$ cat config.mk
export PLATFORM = sky130hd
export DESIGN_NAME = t_ff_counter
export DESIGN_NICKNAME = d
export VERILOG_FILES = /design/src/rtl/t_ff_counter.sv
export SDC_FILE = /design/constraint.sdc
export NUM_CORES = 1
export LEC_CHECK = 0
export BUFFER_PORTS_ARGS = -buffer_cell sky130_fd_sc_hd__buf_2
export CORE_MARGIN = 2
export CORE_UTILIZATION = 54
export DETAILED_ROUTE_END_ITERATION = 12
export PLACE_DENSITY = 0.89
export SYNTH_ARGS = -nofsm -noshare
export SYNTH_HDL_FRONTEND = slang
export SYNTH_SLANG_ARGS = --single-unit
$ cat constraint.sdc
create_clock -name clk -period 5.9 [get_ports clk]
set_clock_uncertainty 0.15 [all_clocks]
set_input_delay 1.18 -clock clk [delete_from_list [all_inputs] [get_ports clk]]
set_output_delay 1.18 -clock clk [all_outputs]
set_load 0.03 [all_outputs]
$ cat src/rtl/t_ff_counter.sv
// ==== t_ff_counter : multi-bit toggle register / modulo up-down counter with parallel load (Rev 1.0) ====
// Optional build macro TFF_CNT_SATURATE_EN: counts clamp at 0 / MOD-1 instead of wrapping.
`default_nettype none

module t_ff_counter #(
  parameter int WIDTH     = 8,
  parameter int MOD       = 256,
  parameter int RESET_VAL = 0
) (
  input  logic             clk,
  input  logic             reset,
  input  logic             en,
  input  logic [1:0]       mode,
  input  logic [WIDTH-1:0] t,
  input  logic             load,
  input  logic [WIDTH-1:0] din,
  output logic [WIDTH-1:0] q,
  output logic             wrap,
  output logic             err
);

  localparam logic [1:0] MODE_HOLD   = 2'b00;
  localparam logic [1:0] MODE_TOGGLE = 2'b01;
  localparam logic [1:0] MODE_UP     = 2'b10;
  localparam logic [1:0] MODE_DOWN   = 2'b11;

  // One extra bit so that MOD = 2**WIDTH is representable for range checks.
  localparam logic [WIDTH:0]   MOD_EXT = (WIDTH+1)'(MOD);
  localparam logic [WIDTH-1:0] MAX_VAL = WIDTH'(MOD - 1);
  localparam logic [WIDTH-1:0] RST_Q   = WIDTH'(RESET_VAL);

`ifdef TFF_CNT_SATURATE_EN
  localparam bit SATURATE = 1'b1;
`else
  localparam bit SATURATE = 1'b0;
`endif

  logic [WIDTH-1:0] toggled;
  logic [WIDTH-1:0] q_next;
  logic             wrap_next;
  logic             err_next;
  logic             at_max;
  logic             at_zero;
  logic             din_ok;
  logic             toggled_ok;

  assign toggled    = q ^ t;
  assign at_max     = (q == MAX_VAL);
  assign at_zero    = (q == '0);
  assign din_ok     = ({1'b0, din} < MOD_EXT);
  assign toggled_ok = ({1'b0, toggled} < MOD_EXT);

  always_comb begin
    q_next    = q;
    wrap_next = 1'b0;
    err_next  = 1'b0;
    if (load) begin
      if (din_ok) begin
        q_next = din;
      end else begin
        q_next   = MAX_VAL;
        err_next = 1'b1;
      end
    end else if (en) begin
      case (mode)
        MODE_HOLD: begin
          q_next = q;
        end
        MODE_TOGGLE: begin
          // Out-of-range toggle results are rejected; q keeps its old value.
          if (toggled_ok) begin
            q_next = toggled;
          end else begin
            err_next = 1'b1;
          end
        end
        MODE_UP: begin
          if (at_max) begin
            wrap_next = 1'b1;
            q_next    = SATURATE ? q : '0;
          end else begin
            q_next = q + WIDTH'(1);
          end
        end
        MODE_DOWN: begin
          if (at_zero) begin
            wrap_next = 1'b1;
            q_next    = SATURATE ? q : MAX_VAL;
          end else begin
            q_next = q - WIDTH'(1);
          end
        end
        default: begin
          q_next = q;
        end
      endcase
    end
  end

  always_ff @(posedge clk or posedge reset) begin
    if (reset) begin
      q    <= RST_Q;
      wrap <= 1'b0;
      err  <= 1'b0;
    end else begin
      q    <= q_next;
      wrap <= wrap_next;
      err  <= err_next;
    end
  end

endmodule

`default_nettype wire
==> qor.json, run 1 <==
{
  "outcome": "finished clean",
  "synth.avg_cell_area_um2": 7.376,
  "slew-limit-headroom": 0.6196,
  "reg2regPathDepth": 7,
  "tritoncts.num_buffers": 3,
  "routedWlPerCell_um": 16.11,
  "rows": 15,
  "finalNetCount": 182,
  "htree_num_levels": 1,
  "final.min_clock_period_ps": 2622,
  "timing.fmax_ghz": 0.3814,
  "class_of_the_tightest_hold_or_removal_check": "reg2reg",
  "placement.setup.worst_slack_ps": 3205,
  "worstMarginPinSlew_ps": 570.6,
  "vdd_ir_drop_max_uv": 105.6,
  "syn_to_final_growth_pct": 14.81,
  "drive_above_1_share": 0.2372,
  "synth_area_leader_cell": "dfrtp_1",
  "num_vias": 1166,
  "largest_net_degree_at_the_start_of_global_routing": 20,
  "cts_tree": "built",
  "yosysWarningCount": 0,
  "placed_cell_area_um2": 1109,
  "clk_transition_reported_paths_ps": 70,
  "synth_nets": 159,
  "postLayoutSetupSlackWorst_ps": 3278,
  "ys_top_cells_by_area": "dfrtp_1, xnor2_1, nor2_1",
  "synth.lib_cells_used.distinct": 43,
  "io_buffer_count": 30,
  "ys_seq_area_frac": 0.2278,
  "clk_latency_ps": 280,
  "number_of_antenna_violations_at_the_first_check_in_global_routing": 0,
  "detail_route.vias_per_cell": 6.442,
  "synth-edff-count": 0,
  "commonest_non_fill_non_tap_cell_in_the_layout": "buf_2",
  "worst_setup_end_kind": "output port",
  "asyncSetResetFlopFracSynth": 1.000,
  "timing.final.crit_share": 0.4443,
  "timing.hold.worst.start": "q[6]",
  "standard_cell_core_area_um2": 1727,
  "crit_path_cell_trace": "buf_2",
  "final-hold-violation-count": 0,
  "cts.sinks": 9,
  "effective_utilization_at_floorplan": 0.5725,
  "fillerInstances": 170,
  "reg2reg_setup_slack_ps": 3570,
  "fin_tns_setup_ps": 0,
  "grt_overflow": 0,
  "remaining_drc_errors": 0,
  "synthFlopType": "dfrtp_1",
  "root_buffer": "clkbuf_4",
  "min_path_cells": 1,
  "design_area_um2": 1135,
  "ys_seq_elements": 9,
  "floorplan_die_height_um": 46.79,
  "layout_common_cells": "buf_2, nor2_1, a21oi_1",
  "worstSetupPathType": "reg2out",
  "top_level_ports": 32,
  "critical_path.slowest_cell": "dfrtp_1",
  "setup_violations": 0,
  "cell_count_after_synthesis": 134,
  "first_iter_violations": 59,
  "critical_path.n_buffers_inverters": 1,
  "holdPathEnd": "q[6]",
  "mappedNetlistArea_um2": 988.4,
  "drtAntennaViolNets": 0,
  "cts.hold.buffers_added": 0,
  "cp_top_family": "flip-flops",
  "finalPower_mw": 0.2505,
  "synth.top_cell.area_share": 0.2278,
  "crit_fanout": 16,
  "setup.worst_path.start_class": "register",
  "worstPathRequired_ps": 4570,
  "antennaDiodeCount": 0,
  "cts_resized": 0,
  "place_congestion": 0.9239,
  "cp.arrival_ps": 1290,
  "critPathMaxStageDelay_ps": 710,
  "cellLeakagePower_nw": 0.4591,
  "drt_first_pass_iters": 5,
  "postRouteWirelength_um": 2916,
  "slew_viol_final": 0,
  "die_width_um": 46.79,
  "cap_viol_max_count": 0,
  "rsz0062_at_grt": "false",
  "first_global_vias": 1016,
  "groute.usage.overall": 0.3000,
  "critical_path.reg2reg.endpoint": "q[3]",
  "post-dp-hpwl_um": 2033,
  "maximum_clock_insertion_buffer_count": 2,
  "powerDensity_nw_per_um2": 220.7,
  "first_pass_grt_wire_length_um": 4685,
  "worstReg2RegStart": "q[1]",
  "cts_post_setup_buffers_inserted": 0,
  "die_area_um2": 2189
}
worst max-delay path by stage:
stage	from	to	depth (start not counted)
CTS	q[2]	q[2]	1
global route	q[2]	q[2]	1
global placement	mode[1]	q[6]	6
finish	q[2]	q[2]	1
detailed placement	mode[1]	q[6]	6
floorplan	load	q[6]	6
cell families after synthesis:
logic type                 after synthesis  share of synthesized area
AOI/OAI and AO/OA                       44                     0.3000
xor gates and xnor gates                 9                    0.07975
adders and majority gates                3                    0.03798
buffers and inverters                   17                    0.08101
DFF                                      9                     0.2279
other                                    1                   0.003794
and+or+nand+nor                         51                     0.2696
per-stage QoR:
stage | utilization | hold slack (ps) | std cells
floorplan | - | 603.5 | 134
global placement | 0.6420 | 452.6 | 177
detailed placement | 0.6420 | 467.2 | 177
CTS | 0.6572 | 477.1 | 181
global route | 0.6572 | 543.5 | 181
finish | 0.6572 | 474.5 | 181
per-layer routing:
layer	track usage	part of all wire
met2	0.4658	0.47
met5	0	0
met4	0.08333	0.032
met3	0.07308	0.098
met1	0.4165	0.40
registers in the layout, summed over array words and instances, names as in the netlist:
register,cells
wrap,1
q,8
power by group:
group	internal (mW)	leakage (nW)	switching, mW
Combinational	0.0414	0.340	0.0612
Sequential	0.0688	0.104	0.0258
Clock	0.0262	0.0150	0.0270
cell usage after synthesis, drive strengths merged, types with 2 or more instances:
master / instances
xor2: 2
nor3: 6
a31oi: 3
nor2: 15
and2: 2
a21oi: 11
a311oi: 4
nand2: 5
o22ai: 4
a211oi: 2
xnor2: 7
o21ai: 6
nand3: 9
inv: 4
nand2b: 4
nor2b: 2
o211ai: 2
and4: 2
clkbuf: 6
buf: 6
a21o: 2
nand4: 2
ha: 3
dfrtp: 9
layout make-up:
type                       instances  area [um^2]  area share
multi-input combinational        108        683.2      0.6020
sequential                         9        225.2      0.1985
timing repair buffer              30        150.1      0.1323
tap                               25        31.28     0.02756
clock buffer                       4        26.28     0.02315
inverter                           5        18.77     0.01654
(Power assumes the default switching activity.)
==> inputs of run 2 (changes only) <==
--- a/config.mk
+++ b/config.mk
@@ -5,11 +5,12 @@
 export SDC_FILE = /design/constraint.sdc
 export NUM_CORES = 1
 export LEC_CHECK = 0
+export ABC_AREA = 1
 export BUFFER_PORTS_ARGS = -buffer_cell sky130_fd_sc_hd__buf_2
 export CORE_MARGIN = 2
-export CORE_UTILIZATION = 54
+export CORE_UTILIZATION = 51
 export DETAILED_ROUTE_END_ITERATION = 12
-export PLACE_DENSITY = 0.89
+export PLACE_DENSITY = 0.84
 export SYNTH_ARGS = -nofsm -noshare
 export SYNTH_HDL_FRONTEND = slang
 export SYNTH_SLANG_ARGS = --single-unit
==> constraint.sdc (replaced) <==
create_clock -name clk -period 2.6 [get_ports clk]
set_clock_uncertainty 0.15 [all_clocks]
set_input_delay 0.52 -clock clk [delete_from_list [all_inputs] [get_ports clk]]
set_output_delay 0.52 -clock clk [all_outputs]
set_load 0.03 [all_outputs]
==> run 2 against run 1 <==
Global-route usage is 5.8 points lower. Die area up 13%. Non-clock buffer count unchanged. Clock-buffer cell count did not move. First-iteration DRC count shrank 49%. Worst setup slack worse by 2500 ps. Register-to-register slack worse by 2700 ps. Combinational power rose to 2.7 times the previous value. Sequential share of layout area shrank 1.2 points. Critical path depth unchanged. Highest routed layer unchanged.
==> qor.json, run 2 <==
{
  "critPathMaxStageDelay": {"value": 600, "unit": "ps", "change": "was 710 ps"},
  "fillerInstances": {"value": 211, "change": "was 170"},
  "first_iter_violations": {"value": 30, "change": "was 59"},
  "first_global_vias": {"value": 1083, "change": "was 1016"},
  "critical_path.n_buffers_inverters": {"value": 1, "change": "unchanged"},
  "crit_path_cell_trace": {"value": "buf_2", "change": "unchanged"},
  "cts_resized": {"value": 0, "change": "unchanged"},
  "effective_utilization_at_floorplan": {"value": 0.5446, "change": "was 0.5725"},
  "worstSetupPathType": {"value": "reg2out", "change": "unchanged"},
  "drtAntennaViolNets": {"value": 0, "change": "unchanged"},
  "final-hold-violation-count": {"value": 0, "change": "unchanged"},
  "synth_nets": {"value": 205, "change": "was 159"},
  "cellLeakagePower": {"value": 0.6604, "unit": "nW", "change": "was 0.4591 nW"},
  "crit_fanout": {"value": 12, "change": "was 16"},
  "asyncSetResetFlopFracSynth": {"value": 1.000, "change": "unchanged"},
  "postLayoutSetupSlackWorst": {"value": 802.5, "unit": "ps", "change": "was 3278 ps"},
  "ys_seq_elements": {"value": 9, "change": "unchanged"},
  "critical_path.slowest_cell": {"value": "dfrtp_1", "change": "unchanged"},
  "synth_area_leader_cell": {"value": "dfrtp_1", "change": "unchanged"},
  "synth_top_family_by_area": {"value": "simple AND/OR/NAND/NOR gates", "change": "was compound AO/OA/AOI/OAI gates"},
  "rows": {"value": 16, "change": "was 15"},
  "max_flop_register": {"value": "q", "change": "unchanged"},
  "cap_viol_max_count": {"value": 0, "change": "unchanged"},
  "cp_top_family": {"value": "flip-flops", "change": "unchanged"},
  "multiplexer_share_of_the_synthesized_area": {"value": 0, "change": "unchanged"},
  "clk_latency": {"value": 260, "unit": "ps", "change": "was 280 ps"},
  "standard_cell_core_area": {"value": 1962, "unit": "um^2", "change": "was 1727 um^2"},
  "slew-limit-headroom": {"value": 0.6457, "change": "was 0.6196"},
  "root_buffer": {"value": "clkbuf_4", "change": "unchanged"},
  "mappedNetlistArea": {"value": 1069, "unit": "um^2", "change": "was 988.4 um^2"},
  "commonest_non_fill_non_tap_cell_in_the_layout": {"value": "nand2_1", "change": "was buf_2"},
  "post_synth_most_frequent_cells": {"value": "nand2_1, nor2_1, inv_1, nand3_1", "change": "was nor2_1, a21oi_1, dfrtp_1, nand3_1, xnor2_1"},
  "ys_seq_area_frac": {"value": 0.2108, "change": "was 0.2278"},
  "vdd_ir_drop_max": {"value": 422.7, "unit": "uV", "change": "was 105.6 uV"},
  "top_level_ports": {"value": 32, "change": "unchanged"},
  "powerDensity": {"value": 492.0, "unit": "nW/um^2", "change": "was 220.7 nW/um^2"},
  "groute.usage.overall": {"value": 0.2422, "change": "was 0.3000"},
  "clk_transition_reported_paths": {"value": 60, "unit": "ps", "change": "was 70 ps"},
  "num_vias": {"value": 1209, "change": "was 1166"},
  "post-synth-top-count-cell": {"value": "nand2_1", "change": "was nor2_1"},
  "drt_first_pass_iters": {"value": 4, "change": "was 5"},
  "floorplan_die_height": {"value": 49.77, "unit": "um", "change": "was 46.79 um"},
  "worstMarginPinSlew": {"value": 531.4, "unit": "ps", "change": "was 570.6 ps"},
  "class_of_the_tightest_hold_or_removal_check": {"value": "in2async", "change": "was reg2reg"},
  "synthFlopType": {"value": "dfrtp_1", "change": "unchanged"},
  "layout_common_cells": {"value": "nand2_1, nor2_1, buf_2", "change": "was buf_2, nor2_1, a21oi_1"},
  "synth.top_cell.area_share": {"value": 0.2108, "change": "was 0.2278"},
  "htree_num_levels": {"value": 1, "change": "unchanged"},
  "cell_count_after_synthesis": {"value": 180, "change": "was 134"},
  "cts_post_setup_buffers_inserted": {"value": 0, "change": "unchanged"},
  "regArea": {"value": 225.2, "unit": "um^2", "change": "unchanged"},
  "worstPathRequired": {"value": 1930, "unit": "ps", "change": "was 4570 ps"},
  "largest_net_degree_at_the_start_of_global_routing": {"value": 14, "change": "was 20"},
  "post-dp-hpwl": {"value": 2100, "unit": "um", "change": "was 2033 um"},
  "setup_violations": {"value": 0, "change": "unchanged"},
  "rsz0062_at_grt": {"value": "false", "change": "unchanged"},
  "worst_setup_end_kind": {"value": "output port", "change": "unchanged"},
  "routedWlPerCell": {"value": 11.35, "unit": "um", "change": "was 16.11 um"},
  "cts.sinks": {"value": 9, "change": "unchanged"},
  "placement.setup.worst_slack": {"value": 627.5, "unit": "ps", "change": "was 3205 ps"},
  "cts.hold.buffers_added": {"value": 0, "change": "unchanged"},
  "detail_route.vias_per_cell": {"value": 5.189, "change": "was 6.442"},
  "largest_reg_flops": {"value": 8, "change": "unchanged"},
  "yosysWarningCount": {"value": 0, "change": "unchanged"},
  "fin_tns_setup": {"value": 0, "unit": "ps", "change": "unchanged"},
  "final.min_clock_period_ps": 1798,
  "slew_viol_final": {"value": 0, "change": "unchanged"},
  "simple_logic_cell_fraction_of_the_synthesized_area": {"value": 0.4192, "change": "was 0.2696"},
  "drive_above_1_share": {"value": 0.2087, "change": "was 0.2372"},
  "synth_area_in_compound_gates": {"value": 0.1241, "change": "was 0.3000"},
  "place_congestion": {"value": 0.8729, "change": "was 0.9239"},
  "die_area": {"value": 2477, "unit": "um^2", "change": "was 2189 um^2"},
  "reg2regPathDepth": {"value": 11, "change": "was 7"},
  "ys_top_cells_by_area": {"value": "dfrtp_1, nand2_1, nor2_1", "change": "was dfrtp_1, xnor2_1, nor2_1"},
  "yosys.area_share.adder": {"value": 0.03513, "change": "was 0.03797"},
  "number_of_antenna_violations_at_the_first_check_in_global_routing": {"value": 0, "change": "unchanged"},
  "crit_cells": {"value": 1, "change": "unchanged"},
  "antennaDiodeCount": {"value": 0, "change": "unchanged"},
  "cp.arrival": {"value": 1130, "unit": "ps", "change": "was 1290 ps"},
  "io_buffer_count": {"value": 30, "change": "unchanged"},
  "multi_input_gate_area_in_the_final_layout": {"value": 691.9, "unit": "um^2", "change": "was 683.2 um^2"},
  "post_synth_xor_area_fraction": {"value": 0.06557, "change": "was 0.07975"},
  "first_pass_grt_wire_length": {"value": 4692, "unit": "um", "change": "was 4685 um"},
  "synth.avg_cell_area": {"value": 5.936, "unit": "um^2", "change": "was 7.376 um^2"},
  "remaining_drc_errors": {"value": 0, "change": "unchanged"},
  "postRouteWirelength": {"value": 2645, "unit": "um", "change": "was 2916 um"},
  "setup.worst_path.start_class": {"value": "register", "change": "unchanged"},
  "timing.final.crit_share": 0.6914,
  "tritoncts.num_buffers": {"value": 3, "change": "unchanged"},
  "die_width": {"value": 49.77, "unit": "um", "change": "was 46.79 um"},
  "syn_to_final_growth": {"value": 12.88, "unit": "%", "change": "was 14.81%"},
  "synth.lib_cells_used.distinct": {"value": 26, "change": "was 43"},
  "outcome": {"value": "finished clean", "change": "unchanged"},
  "timing.fmax_ghz": 0.5563,
  "grt_overflow": {"value": 0, "change": "unchanged"},
  "largestRegisters": {"value": "q: 8 flops, wrap: 1 flops", "change": "unchanged"},
  "maximum_clock_insertion_buffer_count": {"value": 2, "change": "unchanged"},
  "synth-edff-count": {"value": 0, "change": "unchanged"},
  "cts_tree": {"value": "built", "change": "unchanged"},
  "finalNetCount": {"value": 232, "change": "was 182"}
}
==> run 2: cell types whose count changed after synthesis, moves of 4 or more <==
cell	change
nor3_1	-5
nand3_1	+8
xnor2_1	-7
a21oi_1	-5
nand2_1	+48
nor2_1	+15
inv_1	+13
clkbuf_1	-6
xor2_1	+6
inv_2	+4
nand2b_1	-4
a311oi_1	-4
==> run 2: path summary, 6_finish.rpt <==
| check | from | endpoint | slack (ps) |
|---|---|---|---|
| max in group asynchronous | reset | q[4] | 1980 |
| hold / removal | reset | q[2] | 60 |
| hold reg to reg | q[6] | q[6] | 530 |
| min in group clk | en | wrap | 350 |
| setup reg to reg | q[0] | q[2] | 870 |
| setup / recovery | q[5] | q[5] | 800 |
==> run 2: metrics by stage <==
stage	cells	total power, mW	instance area [um^2]	utilization	hold slack (ps)
final	233	0.5935	1206	0.6148	58.87
after global routing	233	0.6494	1206	0.6148	96.80
after CTS	233	0.5931	1206	0.6148	68.13
after detailed placement	229	0.4891	1180	0.6014	343.0
after global placement	229	0.4834	1180	0.6014	335.5
after floorplan	180	0.4315	1069	-	197.9
==> run 2: final cells by class <==
type | count | share of cell area
inverters | 21 | 0.06535
flip-flops and latches | 9 | 0.1867
well taps | 27 | 0.02801
clock buffers | 4 | 0.02178
repair buffers | 30 | 0.1245
multi-input cells | 142 | 0.5737
==> run 2: per-layer routing <==
| metal | up-vias | global-route usage | wire (um) |
|---|---|---|---|
| li1 | 618 | - | - |
| met1 | 529 | 0.2938 | 1093 |
| met5 | - | 0 | 0 |
| met4 | 0 | 0.04167 | 23 |
| met3 | 3 | 0.06364 | 281 |
| met2 | 59 | 0.4311 | 1246 |
==> run 2: cell families (layout without fill, tap and decap cells) <==
group / after synthesis / in the layout
AO/OA/AOI/OAI: 23 / 23
XOR/XNOR: 8 / 8
adder cells (fa/ha/maj): 3 / 3
AND/OR/NAND/NOR: 107 / 107
flip-flops: 9 / 9
other: 1 / 1
buffers and inverters: 29 / 55
==> run 2: power by group <==
group | internal, mW | leakage (nW) | total (mW) | switching (mW)
clock network | 0.0589 | 0.0150 | 0.103 | 0.0445
registers | 0.159 | 0.109 | 0.213 | 0.0539
logic | 0.0985 | 0.537 | 0.277 | 0.179
